===== src/rtl/load_store_unit_if.sv =====
// rtl/load_store_unit_if.sv - data-memory request/ready port of the load/store unit
interface load_store_unit_if;
    logic        mem_req;
    logic        mem_we;
    logic [31:0] mem_addr;
    logic [31:0] mem_wdata;
    logic [3:0]  mem_wstrb;
    logic        mem_ready;
    logic [31:0] mem_rdata;

    modport master (
        output mem_req,
        output mem_we,
        output mem_addr,
        output mem_wdata,
        output mem_wstrb,
        input  mem_ready,
        input  mem_rdata
    );

    modport slave (
        input  mem_req,
        input  mem_we,
        input  mem_addr,
        input  mem_wdata,
        input  mem_wstrb,
        output mem_ready,
        output mem_rdata
    );
endinterface


===== src/rtl/load_store_unit.sv =====
// rtl/load_store_unit.sv - memory-stage load/store unit with single-outstanding memory access
module load_store_unit #(
    parameter int unsigned TIMEOUT_CYCLES = 16
) (
    input  logic                 clk,
    input  logic                 rst_n,
    input  logic                 start,
    input  logic                 is_load,
    input  logic                 is_store,
    input  logic [2:0]           funct3,
    input  logic [31:0]          address,
    input  logic [31:0]          store_data,
    output logic [31:0]          load_data,
    output logic                 done,
    output logic                 stall,
    output logic                 fault,
    output logic [1:0]           fault_cause,
    load_store_unit_if.master    mem
);

    typedef enum logic [1:0] {IDLE, REQ, RESP, FAULT} state_t;

    // Counter only needs to reach TIMEOUT_CYCLES-1; the fault fires on the cycle it would reach TIMEOUT_CYCLES.
    localparam int unsigned   CW       = (TIMEOUT_CYCLES < 2) ? 1 : $clog2(TIMEOUT_CYCLES);
    localparam logic [CW-1:0] CNT_LAST = CW'(TIMEOUT_CYCLES - 1);

    localparam logic [1:0] CAUSE_MISALIGN = 2'b01;
    localparam logic [1:0] CAUSE_SIZE     = 2'b10;
    localparam logic [1:0] CAUSE_TIMEOUT  = 2'b11;

    state_t        state;
    state_t        state_next;
    logic [CW-1:0] cnt;
    logic [2:0]    f3_q;
    logic [1:0]    lane_q;
    logic [1:0]    cause_q;
    logic [1:0]    cause_next;
    logic          access;
    logic          illegal;
    logic          misaligned;
    logic          accept;
    logic          timeout_hit;
    logic [31:0]   fmt_wdata;
    logic [3:0]    fmt_wstrb;
    logic [31:0]   shifted;
    logic [31:0]   fmt_rdata;

    // Classify the incoming access; illegal size outranks misalignment in the FSM.
    always_comb begin
        access      = start & (is_load | is_store);
        illegal     = is_load ? ((funct3 == 3'b011) | (funct3 == 3'b110) | (funct3 == 3'b111))
                              : funct3[2];
        misaligned  = ((funct3[1:0] == 2'b01) & address[0])
                    | ((funct3[1:0] == 2'b10) & (address[1:0] != 2'b00));
        timeout_hit = (TIMEOUT_CYCLES != 0) && (cnt == CNT_LAST);
    end

    // Replicate store data across byte lanes and build the byte enables; reads get no enables.
    always_comb begin
        fmt_wdata = '0;
        fmt_wstrb = '0;
        if (is_store) begin
            case (funct3[1:0])
                2'b00: begin
                    fmt_wdata = {4{store_data[7:0]}};
                    fmt_wstrb = 4'b0001 << address[1:0];
                end
                2'b01: begin
                    fmt_wdata = {2{store_data[15:0]}};
                    fmt_wstrb = 4'b0011 << address[1:0];
                end
                default: begin
                    fmt_wdata = store_data;
                    fmt_wstrb = 4'b1111;
                end
            endcase
        end
    end

    // Shift the addressed lane down and extend according to the latched size/sign field.
    always_comb begin
        shifted = mem.mem_rdata >> {lane_q, 3'b000};
        case (f3_q)
            3'b000:  fmt_rdata = {{24{shifted[7]}}, shifted[7:0]};
            3'b100:  fmt_rdata = {24'h000000, shifted[7:0]};
            3'b001:  fmt_rdata = {{16{shifted[15]}}, shifted[15:0]};
            3'b101:  fmt_rdata = {16'h0000, shifted[15:0]};
            default: fmt_rdata = shifted;
        endcase
    end

    // Next-state and state-decoded outputs; mem_ready wins over a same-cycle timeout.
    always_comb begin
        state_next  = state;
        cause_next  = cause_q;
        accept      = 1'b0;
        stall       = 1'b0;
        done        = 1'b0;
        fault       = 1'b0;
        fault_cause = 2'b00;
        mem.mem_req = 1'b0;
        case (state)
            IDLE: begin
                if (access) begin
                    stall = 1'b1;
                    if (illegal) begin
                        state_next = FAULT;
                        cause_next = CAUSE_SIZE;
                    end else if (misaligned) begin
                        state_next = FAULT;
                        cause_next = CAUSE_MISALIGN;
                    end else begin
                        state_next = REQ;
                        accept     = 1'b1;
                    end
                end
            end
            REQ: begin
                stall       = 1'b1;
                mem.mem_req = 1'b1;
                if (mem.mem_ready) begin
                    state_next = RESP;
                end else if (timeout_hit) begin
                    state_next = FAULT;
                    cause_next = CAUSE_TIMEOUT;
                end
            end
            RESP: begin
                done       = 1'b1;
                state_next = IDLE;
            end
            FAULT: begin
                done        = 1'b1;
                fault       = 1'b1;
                fault_cause = cause_q;
                state_next  = IDLE;
            end
            default: state_next = IDLE;
        endcase
    end

    // State and fault-cause registers.
    always_ff @(posedge clk) begin
        if (!rst_n) begin
            state   <= IDLE;
            cause_q <= 2'b00;
        end else begin
            state   <= state_next;
            cause_q <= cause_next;
        end
    end

    // Request latch, timeout counter and load result capture.
    always_ff @(posedge clk) begin
        if (!rst_n) begin
            mem.mem_addr  <= '0;
            mem.mem_we    <= 1'b0;
            mem.mem_wdata <= '0;
            mem.mem_wstrb <= '0;
            f3_q          <= '0;
            lane_q        <= '0;
            cnt           <= '0;
            load_data     <= '0;
        end else begin
            if (accept) begin
                mem.mem_addr  <= {address[31:2], 2'b00};
                mem.mem_we    <= is_store;
                mem.mem_wdata <= fmt_wdata;
                mem.mem_wstrb <= fmt_wstrb;
                f3_q          <= funct3;
                lane_q        <= address[1:0];
                cnt           <= '0;
            end
            if (state == REQ) begin
                if (mem.mem_ready) begin
                    if (!mem.mem_we) begin
                        load_data <= fmt_rdata;
                    end
                end else begin
                    cnt <= cnt + 1'b1;
                end
            end
        end
    end

endmodule

===== src/flat_wrapper.sv =====
// flat-port wrapper written by rule: the top's interface ports become plain ports
module load_store_unit_flat 
#(
    parameter int unsigned TIMEOUT_CYCLES = 16
)
  (clk, rst_n, start, is_load, is_store, funct3, address, store_data, load_data, done, stall, fault, fault_cause, mem_mem_req, mem_mem_we, mem_mem_addr, mem_mem_wdata, mem_mem_wstrb, mem_mem_ready, mem_mem_rdata);
  load_store_unit_if mem_i ();
  input  logic clk;
  input  logic rst_n;
  input  logic start;
  input  logic is_load;
  input  logic is_store;
  input  logic [2:0] funct3;
  input  logic [31:0] address;
  input  logic [31:0] store_data;
  output logic [31:0] load_data;
  output logic done;
  output logic stall;
  output logic fault;
  output logic [1:0] fault_cause;
  output wire logic [$bits(mem_i.mem_req)-1:0] mem_mem_req;
  output wire logic [$bits(mem_i.mem_we)-1:0] mem_mem_we;
  output wire logic [$bits(mem_i.mem_addr)-1:0] mem_mem_addr;
  output wire logic [$bits(mem_i.mem_wdata)-1:0] mem_mem_wdata;
  output wire logic [$bits(mem_i.mem_wstrb)-1:0] mem_mem_wstrb;
  input wire logic [$bits(mem_i.mem_ready)-1:0] mem_mem_ready;
  input wire logic [$bits(mem_i.mem_rdata)-1:0] mem_mem_rdata;
  assign mem_mem_req = mem_i.mem_req;
  assign mem_mem_we = mem_i.mem_we;
  assign mem_mem_addr = mem_i.mem_addr;
  assign mem_mem_wdata = mem_i.mem_wdata;
  assign mem_mem_wstrb = mem_i.mem_wstrb;
  assign mem_i.mem_ready = mem_mem_ready;
  assign mem_i.mem_rdata = mem_mem_rdata;
  load_store_unit #(.TIMEOUT_CYCLES(TIMEOUT_CYCLES)) u_core (.clk(clk), .rst_n(rst_n), .start(start), .is_load(is_load), .is_store(is_store), .funct3(funct3), .address(address), .store_data(store_data), .load_data(load_data), .done(done), .stall(stall), .fault(fault), .fault_cause(fault_cause), .mem(mem_i));
endmodule

===== config.mk =====
export PLATFORM = sky130hd
export DESIGN_NAME = load_store_unit_flat
export DESIGN_NICKNAME = d
export VERILOG_FILES = /design/src/rtl/load_store_unit_if.sv /design/src/rtl/load_store_unit.sv /design/src/flat_wrapper.sv
export SDC_FILE = /design/constraint.sdc
export NUM_CORES = 1
export LEC_CHECK = 0
export ABC_AREA = 1
export BUFFER_PORTS_ARGS = -buffer_cell sky130_fd_sc_hd__buf_2
export CORE_MARGIN = 2
export CORE_UTILIZATION = 45
export CTS_CLUSTER_DIAMETER = 150
export DETAILED_ROUTE_END_ITERATION = 10
export PLACE_DENSITY = 0.87
export SYNTH_ARGS = -nofsm -noshare
export SYNTH_HDL_FRONTEND = slang
export SYNTH_SLANG_ARGS = --single-unit

===== constraint.sdc =====
create_clock -name clk -period 1.5 [get_ports clk]
set_input_delay 0.225 -clock clk [delete_from_list [all_inputs] [get_ports clk]]
set_output_delay 0.225 -clock clk [all_outputs]
set_load 0.02 [all_outputs]

# [After elaboration in Yosys (flattened, before gate mapping)]
# Index checks and enable logic that the tools add are counted.
[word_totals] reg_bits=112 latch_bits=0 ramBits=0 romBits=0 inputBits=105 output_inout_bits=107 n_memories=0
[op_classes] add_sub_neg=1 mul=0 n_div=0 magnitude_cmp=0 n_eq_ne=17 shift=3 muxes=30 bitwise_logic=8 n_reduce_logical=9
[ops] op="$pmux 32 s4" n=1
[ops] op="$pmux 32 s2" n=1
[ops] op="$mux 32" n=1
[ops] op="$shr 32x5->32" n=1
[ops] op="$mux 2" n=10
[ops] op="$mux 4" n=4
[ops] op="$eq 3x3->1 const B" n=4
[ops] op="$mux 1" n=9
[ops] op="$pmux 4 s2" n=1
[ops] op="$eq 2x2->1 const B" n=3
[ops] op="$pmux 2 s3" n=1
[ops] op="$reduce_and 5->1" n=1
[ops] op="$add 4x1->4 const B" n=1
[ops] op="$eq 2x1->1 const B" n=2
[ops] op="$eq 4x4->1 const B" n=1
[ops] op="$logic_not 2->1" n=2
[ops] op="$ne 2x1->1 const B" n=2
[ops] op="$or 1x1->1" n=4
[ops] op="$pmux 2 s2" n=1
[ops] op="$reduce_bool 2->1" n=2
[ops] op="$shl 1x2->4 const A" n=1
[ops] op="$shl 2x2->4 const A" n=1
[ops] op="$and 1x1->1" n=3
[ops] op="$eq 3x1->1 const B" n=1
[ops] op="10 further kinds" n=10

# [Longest topological paths before layout]
[depth] depth_word=10 depth_mapped=10 mapped_depth_nobuf=9

# [Worst setup path before layout]
# OpenSTA, ideal clock, no wires.
[synth_timing] path_kind="register -> register" start="register u_core.state[0]" end="register u_core.load_data[18]" setup_time_ps=109 arrival_time_ps=1512 t_required_ps=1391 path_slack_ps=-121 path_stages_with_launch=11 n_path_buf=1 period_less_slack_ps=1621 cell_sequence="dfxtp_1 inv_2 nor2_1 nand2_1 nor2_2 inv_2 buf_2 nor2_1 nand3_1 nand2_1 inv_1"
[synth_between] elab_chain_len=2
[synth_lines] element="start, declared" line_no="load_store_unit.sv:31" rtl="state_t state;"
[synth_lines] element="start signal, assigned" line_no="load_store_unit.sv:148" rtl="state <= state_next;"
[synth_lines] element="$eq 2x1->1" line_no="load_store_unit.sv:174" rtl="if (state == REQ) begin"
[synth_lines] element="$reduce_and 3->1 (no line)"
[synth_lines] element="end signal, assigned" line_no="load_store_unit.sv:177" rtl="load_data <= fmt_rdata;"
[synth_lines] element="end, declared" line_no="load_store_unit.sv:13" rtl="output logic [31:0] load_data,"
# No other way between the ends.
# A chain may end at the register's enable or synchronous reset.

# [Final worst setup path]
[layout_timing] start="register u_core.state[1]" end="register u_core.mem.mem_addr[16]"
[layout_between] elab_chain_len=2
[layout_lines] element="$logic_not 2->1" line_no="load_store_unit.sv:102" rtl="case (state)"
[layout_lines] element="$mux 1" line_no="load_store_unit.sv:102"
[layout_lines] element="end signal, assigned" line_no="load_store_unit.sv:166" rtl="mem.mem_addr <= {address[31:2], 2'b00};"
[layout_lines] element="end, declared" line_no="load_store_unit_if.sv:14" rtl="output mem_addr,"
# No other way between the ends.

==> results.txt <==
----------------------------------------------------
[Run status]
  Run status ... finished, violations left
  Failing checks ... setup timing

[Logic synthesis]
  Distinct cells, synth ... 28
  Count of state elements after synthesis ... 112
  Dominant cells by area after synthesis ... dfxtp_1 41%, nand2_1 18%, nor2_1 9.4%
  Largest area contributor in the netlist ... dfxtp_1
  Portion of the post-synthesis area used by sequential elements ... between 40% and 50%
  Syn Std Cell Area ... approximately 5500 µm²
  Most frequent cell after synthesis ... nand2_1
  Most common flop cell mapped by yosys ... dfxtp_1
  Area share of the largest cell type after synthesis ... 40.64%
  Synth Area per Inst ... 6.452 µm²
  Async set or reset register ratio after synthesis ... 0%
  Most common library cells after synthesis ... 261 x nand2_1, 138 x nor2_1, 112 x dfxtp_1
  Post-synthesis cell count ... between 800 and 900
  Number of synthesized flops with an enable pin ... 0
  Number of warning messages in the yosys log ... 0

[Clocking]
  Latest clock arrival within the worst-skew pair ... 0.36 ns
  Number of CTS-inserted buffers ... 9
  Register clock-pin slew on the reported worst setup and hold paths ... ~0.08 ns
  Clock root buffer master ... clkbuf_16
  Number of buffers on the longest clock path ... 2
  TritonCTS clock tree ... yes
  Number of levels in the clock H-tree ... 3
  Sink Count ... 112

[Timing]
  Period minus WS final ... 1.516 ns
  Final hold violation count ... 0
  Setup repair after global routing missed its margin ... yes
  Final hold slack ... 0.1016 ns
  Clock tree skew after final layout ... 0.005212 ns
  Final number of setup-violating endpoints ... 13
  Final Max Slew Viols ... 0
  Maximum frequency from static timing analysis ... approximately 0.66 GHz
  Final critical-path share of the clock period ... 101.1%
  Final WS setup ... -0.01596 ns

[Pwr]
  Total chip power ... 7.320 mW
  Highest ir drop seen on vdd ... 0.8646 mV
  Power density relative to cell area ... ~950 nW/µm²
  Leakage power summed over all cells ... about 3.9 nW

[Die]
  Horizontal die dimension ... 114.7 µm
  Area of the die ... roughly 13000 µm²
  Effective utilization at floorplan ... 45.93%
  Placeable core area ... around 12000 µm²
  Die Height ... 114.7 µm
  Io pins ... 212
  Floorplan row count ... 40

[Critical path]
  RR Startpoint ... u_core.state[1]$_SDFFE_PN0P_
  Worst setup slack for register-to-register paths ... -0.02 ns
  Startpoint-to-endpoint class of the critical path ... flop to flop
  Critical-path cell with the highest stage delay ... dfxtp_2
  Endpoint kind of the worst setup timing path ... flop
  Cells on worst reg2reg path ... 9
  Cell chain of the critical path ... nor2_4, nand2_2, nor2_4, nand2_4, nor2_8, buf_12, clkbuf_16, nand2_4, a21oi_2
  Critical path peak fanout ... 6
  Required arrival time at the worst endpoint ... 1.79 ns
  Worst path buffer plus inverter count ... 2
  Element type at the critical path start ... flop
  Critical path's top delay family ... simple AND/OR/NAND/NOR gates
  RR Endpoint ... u_core.mem.mem_addr[16]$_SDFFE_PN0P_
  Delay contributed by the slowest stage of the critical path ... approximately 0.34 ns
  Data arrival time of the critical path ... approximately 1.8 ns

[Detailed routing]
  Total Wirelength ... 18.38 mm
  DRC marker count from the first detailed-route iteration ... 652
  Routed wire length per instance ... 14.99 µm
  Average via count per standard cell ... roughly 5.2
  ANT nets after route ... 0
  DRC violation count after routing ... 0
  Number of search-and-repair iterations in the first detailed-routing pass ... 5
  Number of vias in the routed layout ... between 6000 and 7000

[Final layout]
  Antenna diode count ... 0
  Post-Route Utilization ... 64.04%
  Final layout net count ... 1180
  Footprint of the multi-input gates ... 2899 µm²
  Share of layout cells above drive strength 1 ... between 30% and 40%
  Syn-to-layout area delta ... 39.44%
  Fillcell total ... 1071
  Sequential standard cell area ... 2246 µm²

[Global routing]
  Wire length of the first global-routing pass ... around 26 mm
  Number of global-route vias before repair ... 5431
  Maximum number of pins on one net before global-route repair ... 57
  Sum of overflow across all layers after global routing ... 0
  Number of antenna violations at the first check in global routing ... 0
  Total routing usage reported by global routing ... 24.52%

[Worst hold path]
  Worst hold path class ... primary input to flop
  Worst hold path cell count ... 3
  Terminating pin of the worst hold path ... u_core.mem.mem_addr[10]$_SDFFE_PN0P_
  Hold path startpoint ... address[10]

[Placement]
  Worst slack at placement ... -0.04279 ns
  IO buf count ... approximately 210
  Half-perimeter wire length of the detailed placement result ... between 10 and 15 mm
  Final weighted congestion in routability-driven placement ... 0.9443

[Flow run]
  Max-cap violations ... 0

----------------------------------------------------
[stage by stage]
stage | cell area (µm²) | std cells | TNS [ns]
after floorplan | 5523 | 856 | 0
after global placement | 6835 | 1191 | 0
after detailed placement | 6835 | 1191 | -0.1288
after CTS | 7146 | 1207 | -0.001139
after global routing | 7692 | 1226 | -5.376
final | 7692 | 1226 | -0.06675
[kinds of logic (layout without fill, tap and decap cells)]
kind of cell    after synthesis  after routing  share of synthesized area [%]
other cells                   1              2                        0.06798
buf+inv                     131            354                          10.59
fa+ha+maj                     1              1                         0.2268
flops                       112            112                          40.64
compound gates              146            146                          14.86
simple gates                464            464                          33.61
[worst reg2reg max path: stages (launching register included)]
cell and delay [ns]:
dfxtp_2 0.34, nor2_4 0.14, nand2_2 0.08, nor2_4 0.15
nand2_4 0.09, nor2_8 0.17, buf_12 0.16, clkbuf_16 0.16
nand2_4 0.04, a21oi_2 0.14
[registers in the layout, indices dropped and copies added (netlist names)]
register,cells
u_core.load_data,32
u_core.f3_q,3
u_core.lane_q,2
u_core.mem.mem_wdata,32
u_core.mem.mem_wstrb,4
u_core.mem.mem_addr,30
u_core.cnt,4
u_core.mem.mem_we,1
u_core.cause_q,2
u_core.state,2
[layer usage]
| metal | GRT usage [%] | wire length (µm) |
|---|---|---|
| met5 | 0 | 0 |
| met4 | 8.594 | 418 |
| met3 | 7.941 | 1637 |
| met2 | 42.21 | 9246 |
| met1 | 28.77 | 7075 |
[power by group]
part           total [mW]  internal (mW)  switching (mW)  leakage (nW)
Combinational        1.69          0.680            1.01          2.83
Clock                2.44           1.31            1.12         0.148
Sequential           3.20           3.12          0.0813         0.910
Total                7.32           5.11            2.21          3.88
[cell usage in the layout (no fill, tap or decap), types with 4 or more instances in the layout]
master,Yosys,layout
nand2_1,261,241
buf_2,17,206
nor2_1,138,132
dfxtp_1,112,109
a21oi_1,93,77
inv_1,68,67
nand3_1,50,49
buf_4,5,28
o211ai_1,23,23
o21ai_0,19,19
clkbuf_16,0,17
a21oi_2,0,16
buf_12,0,12
nand2_2,1,11
nand2_4,0,10
or2_2,9,9
inv_2,7,7
a211oi_1,7,7
nor2_4,0,5
buf_6,7,5
clkbuf_8,0,4
[repair_timing]
action,in CTS,in global routing
gates resized for setup,4,69
hold buffers,0,0
gates cloned,0,12
buffers inserted,0,7
pin swaps,0,19
endpoints found under the setup margin,15,110
[how the worst max path moves through the flow]
stage	from	endpoint	slack (ns)	cells past startpoint
floorplan	u_core.state[0]$_SDFFE_PN0P_	u_core.load_data[18]$_SDFFE_PN0P_	0.004	10
global placement	u_core.state[0]$_SDFFE_PN0P_	u_core.cause_q[1]$_SDFFE_PN0P_	0.02	9
detailed placement	funct3[1]	u_core.mem.mem_addr[28]$_SDFFE_PN0P_	-0.04	10
CTS	u_core.state[0]$_SDFFE_PN0P_	stall	-0.001	5
global route	u_core.state[1]$_SDFFE_PN0P_	u_core.mem.mem_addr[26]$_SDFFE_PN0P_	-0.11	9
finish	u_core.state[1]$_SDFFE_PN0P_	u_core.mem.mem_addr[16]$_SDFFE_PN0P_	-0.02	9
[area by class of cell]
class,instances,area share [%]
well taps,147,2.391
multi-input cells,613,37.69
clock inverters,3,0.2765
clock buffers,13,3.643
flip-flops and latches,112,29.20
inverters,77,3.822
repair buffers,261,22.98
Power figures use the tool's default switching activity.
